`src/rtl/rsv_arb6.sv`:
```
// Six-input round-robin arbiter with a single-entry output register feeding the rsv 6:1 flit mux.
// Optional packet lock (hold the grant until a tail flit) is enabled with `define ARB_LOCK_EN.
module rsv_arb6 #(
   parameter int unsigned WIDTH = 1
) (
   input  logic                 clk,
   input  logic                 reset,
   input  logic [5:0]           in_valid,
   input  logic [6*WIDTH-1:0]   in_data,
   input  logic [5:0]           in_last,
   output logic [5:0]           in_ready,
   output logic [2:0]           sel,
   output logic                 out_valid,
   output logic [WIDTH-1:0]     out_data,
   input  logic                 out_ready,
   output logic [2:0]           out_sel
);

   localparam int unsigned NPORT = 6;
   localparam int unsigned SELW  = 3;

   logic [SELW-1:0]  rr_ptr;
   logic [SELW-1:0]  gnt;
   logic             gnt_vld;
   logic             load;
   logic [SELW-1:0]  rr_next;
   logic [3:0]       scan_idx;
   logic [7:0]       valid_ext;
   logic [WIDTH-1:0] flit [8];

   // Pad to 8 entries so a 3-bit index can never select past the array.
   assign valid_ext = {2'b00, in_valid};

   for (genvar i = 0; i < 8; i++) begin : g_flit
      if (i < NPORT) begin : g_port
         assign flit[i] = in_data[i*WIDTH +: WIDTH];
      end else begin : g_pad
         assign flit[i] = '0;
      end
   end

`ifdef ARB_LOCK_EN
   logic            lock;
   logic [SELW-1:0] lock_port;
`else
   logic            unused_last;
   assign unused_last = ^in_last;
`endif

   // Grant: first valid port scanning from rr_ptr, wrapping 5 -> 0.
   always_comb begin
      gnt      = '0;
      gnt_vld  = 1'b0;
      scan_idx = '0;
      for (int unsigned k = 0; k < NPORT; k++) begin
         scan_idx = 4'(rr_ptr) + 4'(k);
         if (scan_idx >= 4'(NPORT)) begin
            scan_idx = scan_idx - 4'(NPORT);
         end
         if (!gnt_vld && valid_ext[scan_idx[2:0]]) begin
            gnt     = scan_idx[2:0];
            gnt_vld = 1'b1;
         end
      end
`ifdef ARB_LOCK_EN
      // A locked port owns the mux even while it is idle.
      if (lock) begin
         gnt     = lock_port;
         gnt_vld = valid_ext[lock_port];
      end
`endif
   end

   assign load     = (!out_valid || out_ready) && gnt_vld && !reset;
   assign in_ready = load ? (6'b000001 << gnt) : 6'b000000;
   assign sel      = gnt_vld ? gnt : 3'b000;
   assign rr_next  = (gnt == 3'd5) ? 3'd0 : gnt + 3'd1;

   // Output register, round-robin pointer and lock state.
   always_ff @(posedge clk) begin
      if (reset) begin
         out_valid <= 1'b0;
         out_data  <= '0;
         out_sel   <= '0;
         rr_ptr    <= '0;
`ifdef ARB_LOCK_EN
         lock      <= 1'b0;
         lock_port <= '0;
`endif
      end else begin
         if (load) begin
            out_valid <= 1'b1;
            out_data  <= flit[gnt];
            out_sel   <= gnt;
`ifdef ARB_LOCK_EN
            if (in_last[gnt]) begin
               lock   <= 1'b0;
               rr_ptr <= rr_next;
            end else begin
               lock      <= 1'b1;
               lock_port <= gnt;
            end
`else
            rr_ptr    <= rr_next;
`endif
         end else if (out_valid && out_ready) begin
            out_valid <= 1'b0;
         end
      end
   end

endmodule

```
`config.mk`:
```
export PLATFORM = sky130hd
export DESIGN_NAME = rsv_arb6
export DESIGN_NICKNAME = d
export VERILOG_FILES = /design/src/rtl/rsv_arb6.sv
export SDC_FILE = /design/constraint.sdc
export NUM_CORES = 1
export LEC_CHECK = 0
export ABC_CLOCK_PERIOD_IN_PS = 5950
export CAP_MARGIN = 10
export CORE_MARGIN = 1.5
export CORE_UTILIZATION = 45
export DETAILED_ROUTE_END_ITERATION = 10
export GPL_TIMING_DRIVEN = 0
export PLACE_DENSITY = 0.73
export RECOVER_POWER = 25
export SYNTH_ARGS = -nofsm -noshare
export SYNTH_HDL_FRONTEND = slang
export SYNTH_SLANG_ARGS = --single-unit
```
`constraint.sdc`:
```
create_clock -name clk -period 5.95 [get_ports clk]
set_input_delay 1.19 -clock clk [delete_from_list [all_inputs] [get_ports clk]]
set_output_delay 1.19 -clock clk [all_outputs]
set_load 0.05 [all_outputs]
```
==> flow_metrics.py <==
metrics = {
    "synthesis": {
        "synth_top_area_share": 0.109,
        "yosysWarnings": 0,
        "syn_area_mm2": 0.00147,
        "synthCells": 189,
        "yosysSeqAreaShare": 0.109,
        "synth_nets": 218,
        "synth_cell_types": 66,
        "synth_area_leaders": "dfxtp_1 11%, ha_1 6.8%, mux2i_1 5.5%",
        "synthArstFlopShare": 0,
        "synth.avg_cell_area_um2": 7.75,
        "netlist.top_cell.by_area": "dfxtp_1",
        "synth-seq-cells": 8,
        "ys.flop_type": "dfxtp_1",
        "synth_edf_count": 0,
    },
    "floorplanning": {
        "die_w_um": 60.1,
        "die_y_um": 60.1,
        "row_count": 20,
        "dieArea_mm2": 0.00361,
        "core_area_mm2": 0.00308,
        "initial_utilization": 0.476,
        "pin_count": 35,
    },
    "sta": {
        "fin_ws_ns": 0.115,
        "slew_headroom": 0.556,
        "skew_ns": 0.00910,
        "finalHoldViolations": 0,
        "finalSetupViolCount": 0,
        "worstMarginPinSlew_ns": 0.647,
        "slew_viol_final": 0,
        "fin_crit_sh": 0.981,
        "rsz0062_at_grt": "no",
        "period_needed_ns": 5.83,
        "max_freq_mhz": 171,
    },
    "worst_setup_path": {
        "cp-end-kind": "output port",
        "crit_buf_inv": 3,
        "cp.required_ns": 4.76,
        "r2r_start": "rr_ptr[0]",
        "cp.arrival_ns": 4.64,
        "slowest_delay_ns": 0.55,
        "worst_path_dominant_cell_family": "buffers and inverters",
        "worstReg2RegEnd": "rr_ptr[2]",
        "worstPathCellList": "clkdlybuf4s50_1 -> mux2i_2 -> mux2i_1 -> a2111oi_4 -> and2_4 -> nand2_1 -> or3_1 -> a21o_1 -> inv_2 -> nand2_1 -> nor3_1 -> dlygate4sd2_1",
        "cp_slowest_cell": "a2111oi_4",
        "start_kind": "input port",
        "crit_top_cell": "nand2_1",
        "path_class": "input port to output port",
        "worstPathMaxFanout": 7,
        "rrSetupSlack_ns": 1.97,
        "r2r_cells": 19,
    },
    "grt": {
        "met3_usage": 0.0238,
        "antenna_found_initial": 0,
        "grt_overflow": 0,
        "busiest_layer": "met2",
        "grt_use_total": 0.234,
        "grt_max_degree": 11,
        "met1_usage": 0.288,
        "grt_util_met2": 0.424,
        "grt_pass1_vias": 1484,
        "grt_pass1_wl_um": 6510,
    },
    "clock_network": {
        "cts_tree": "done",
        "path_clk_slew_ns": 0.05,
        "cts_setup_buffers": 0,
        "numCtsBuffers": 3,
        "h-tree-depth": 1,
        "clock-sinks": 8,
        "clkLatencyLatePin_ns": 0.25,
        "cts_root_buf": "clkbuf_4",
        "clk_path_buf_depth": 2,
    },
    "route": {
        "wl_um": 4020,
        "route.detailed.drc": 0,
        "num_vias": 1557,
        "drt-initial-drc-count": 55,
        "postRouteAntennaNets": 0,
        "firstDrtPassIters": 4,
        "via_per_inst": 5.92,
        "wl_per_cell_um": 15.3,
    },
    "placement": {
        "place_ws_ns": -0.309,
        "dp_hpwl_um": 3230,
        "io_buffers": 27,
        "place_congestion": 0.860,
    },
    "min_path": {
        "whs_path_depth": 2,
        "worstHoldStart": "out_sel[2]",
        "holdPathEnd": "out_sel[2]",
        "hp-class": "flop to flop",
    },
    "outcome": {
        "status": "finished clean",
    },
    "final_layout": {
        "final_cell_mix": "17 x nand2_1, 16 x clkdlybuf4s50_1, 12 x nor2_1",
        "areaGrowthSynthToFinish_pct": 23.6,
        "antenna_cells": 0,
        "utilization": 0.588,
        "fin_nets": 250,
        "final_common_cell": "nand2_1",
        "drive_gt1_frac": 0.174,
    },
    "run": {
        "maxCapViolations": 0,
    },
}
==> worst reg2reg max path, delay by kind of cell (launching register included) <==
kind / cells / cell delay, ns
buf+inv: 9 / 1.15
fa+ha+maj: 2 / 0.61
simple gates: 4 / 0.76
compound gates: 4 / 0.87
flops: 1 / 0.47
==> synth_stat cells, drive strengths merged (2+ instances only) <==
library cell and number:
a21oi 11, o211ai 2, inv 10, nor2 12, o311ai 2, or4 2, nand4 2, nor3b 3
nand3b 3, nor2b 2, a211oi 3, nand2 17, and3 3, and2 7, or3b 2, nand3 8
ha 8, xor2 2, nor4 4, o21ai 9, dfxtp 8, buf 8, o211a 3, or3 4
nand2b 4, xnor2 2, a21boi 3, mux2i 8, a21o 5, clkbuf 2, mux2 5, o32ai 3
nor3 7
==> logic make-up after synthesis <==
kind of cell,after synthesis,synth area share
compound gates,53,0.287
xor+xnor,4,0.0290
fa+ha+maj,8,0.0683
buf+inv,20,0.0769
flops,8,0.109
mux,13,0.0956
simple gates,83,0.334
==> how the worst max path moves through the flow <==
stage,cells after the start,startpoint,to,slack (ns)
finish,12,in_valid[0],in_ready[0],0.12
global route,12,in_valid[1],in_ready[0],0.02
CTS,12,in_valid[0],in_ready[0],0.13
detailed placement,12,in_valid[0],in_ready[0],-0.31
global placement,12,in_valid[0],in_ready[0],-0.20
floorplan,10,in_valid[0],in_ready[0],0.35
==> cell type report <==
| type | instances | area [um^2] |
|---|---|---|
| plain buffers | 10 | 75.1 |
| flip-flops and latches | 8 | 160 |
| fillers | 300 | 1270 |
| inverters | 10 | 37.5 |
| repair buffers | 27 | 259 |
| clock buffers | 3 | 22.5 |
| well taps | 44 | 55.1 |
| multi-input cells | 161 | 1200 |
==> layer usage <==
metal / vias to the layer above / wire length [um]
li1: 767 / -
met3: 6 / 278
met4: 0 / 51
met5: - / 0
met2: 59 / 2010
met1: 725 / 1680
==> registers in the layout, indices dropped and copies added (netlist names) <==
name	flops
out_valid	1
out_data	1
out_sel	3
rr_ptr	3
==> through the flow <==
| stage | hold WS, ns | area (um^2) | cells | setup TNS (ns) |
|---|---|---|---|---|
| after floorplan | 0.639 | 1470 | 189 | 0 |
| after global routing | 0.475 | 1810 | 263 | 0 |
| after global placement | 0.435 | 1790 | 260 | -0.795 |
| after detailed placement | 0.445 | 1790 | 260 | -1.60 |
| final | 0.443 | 1810 | 263 | 0 |
| after CTS | 0.453 | 1810 | 263 | 0 |
==> what timing repair did <==
action | CTS | global route
hold endpoints to repair | 0 | 0
hold buffers | 0 | 0
setup endpoints to repair | 7 | 3
resized for setup | 7 | 3
gates cloned | 0 | 0
Power is not shown: default switching activity piles up to over one toggle a cycle in this logic, so the estimate is an artifact.
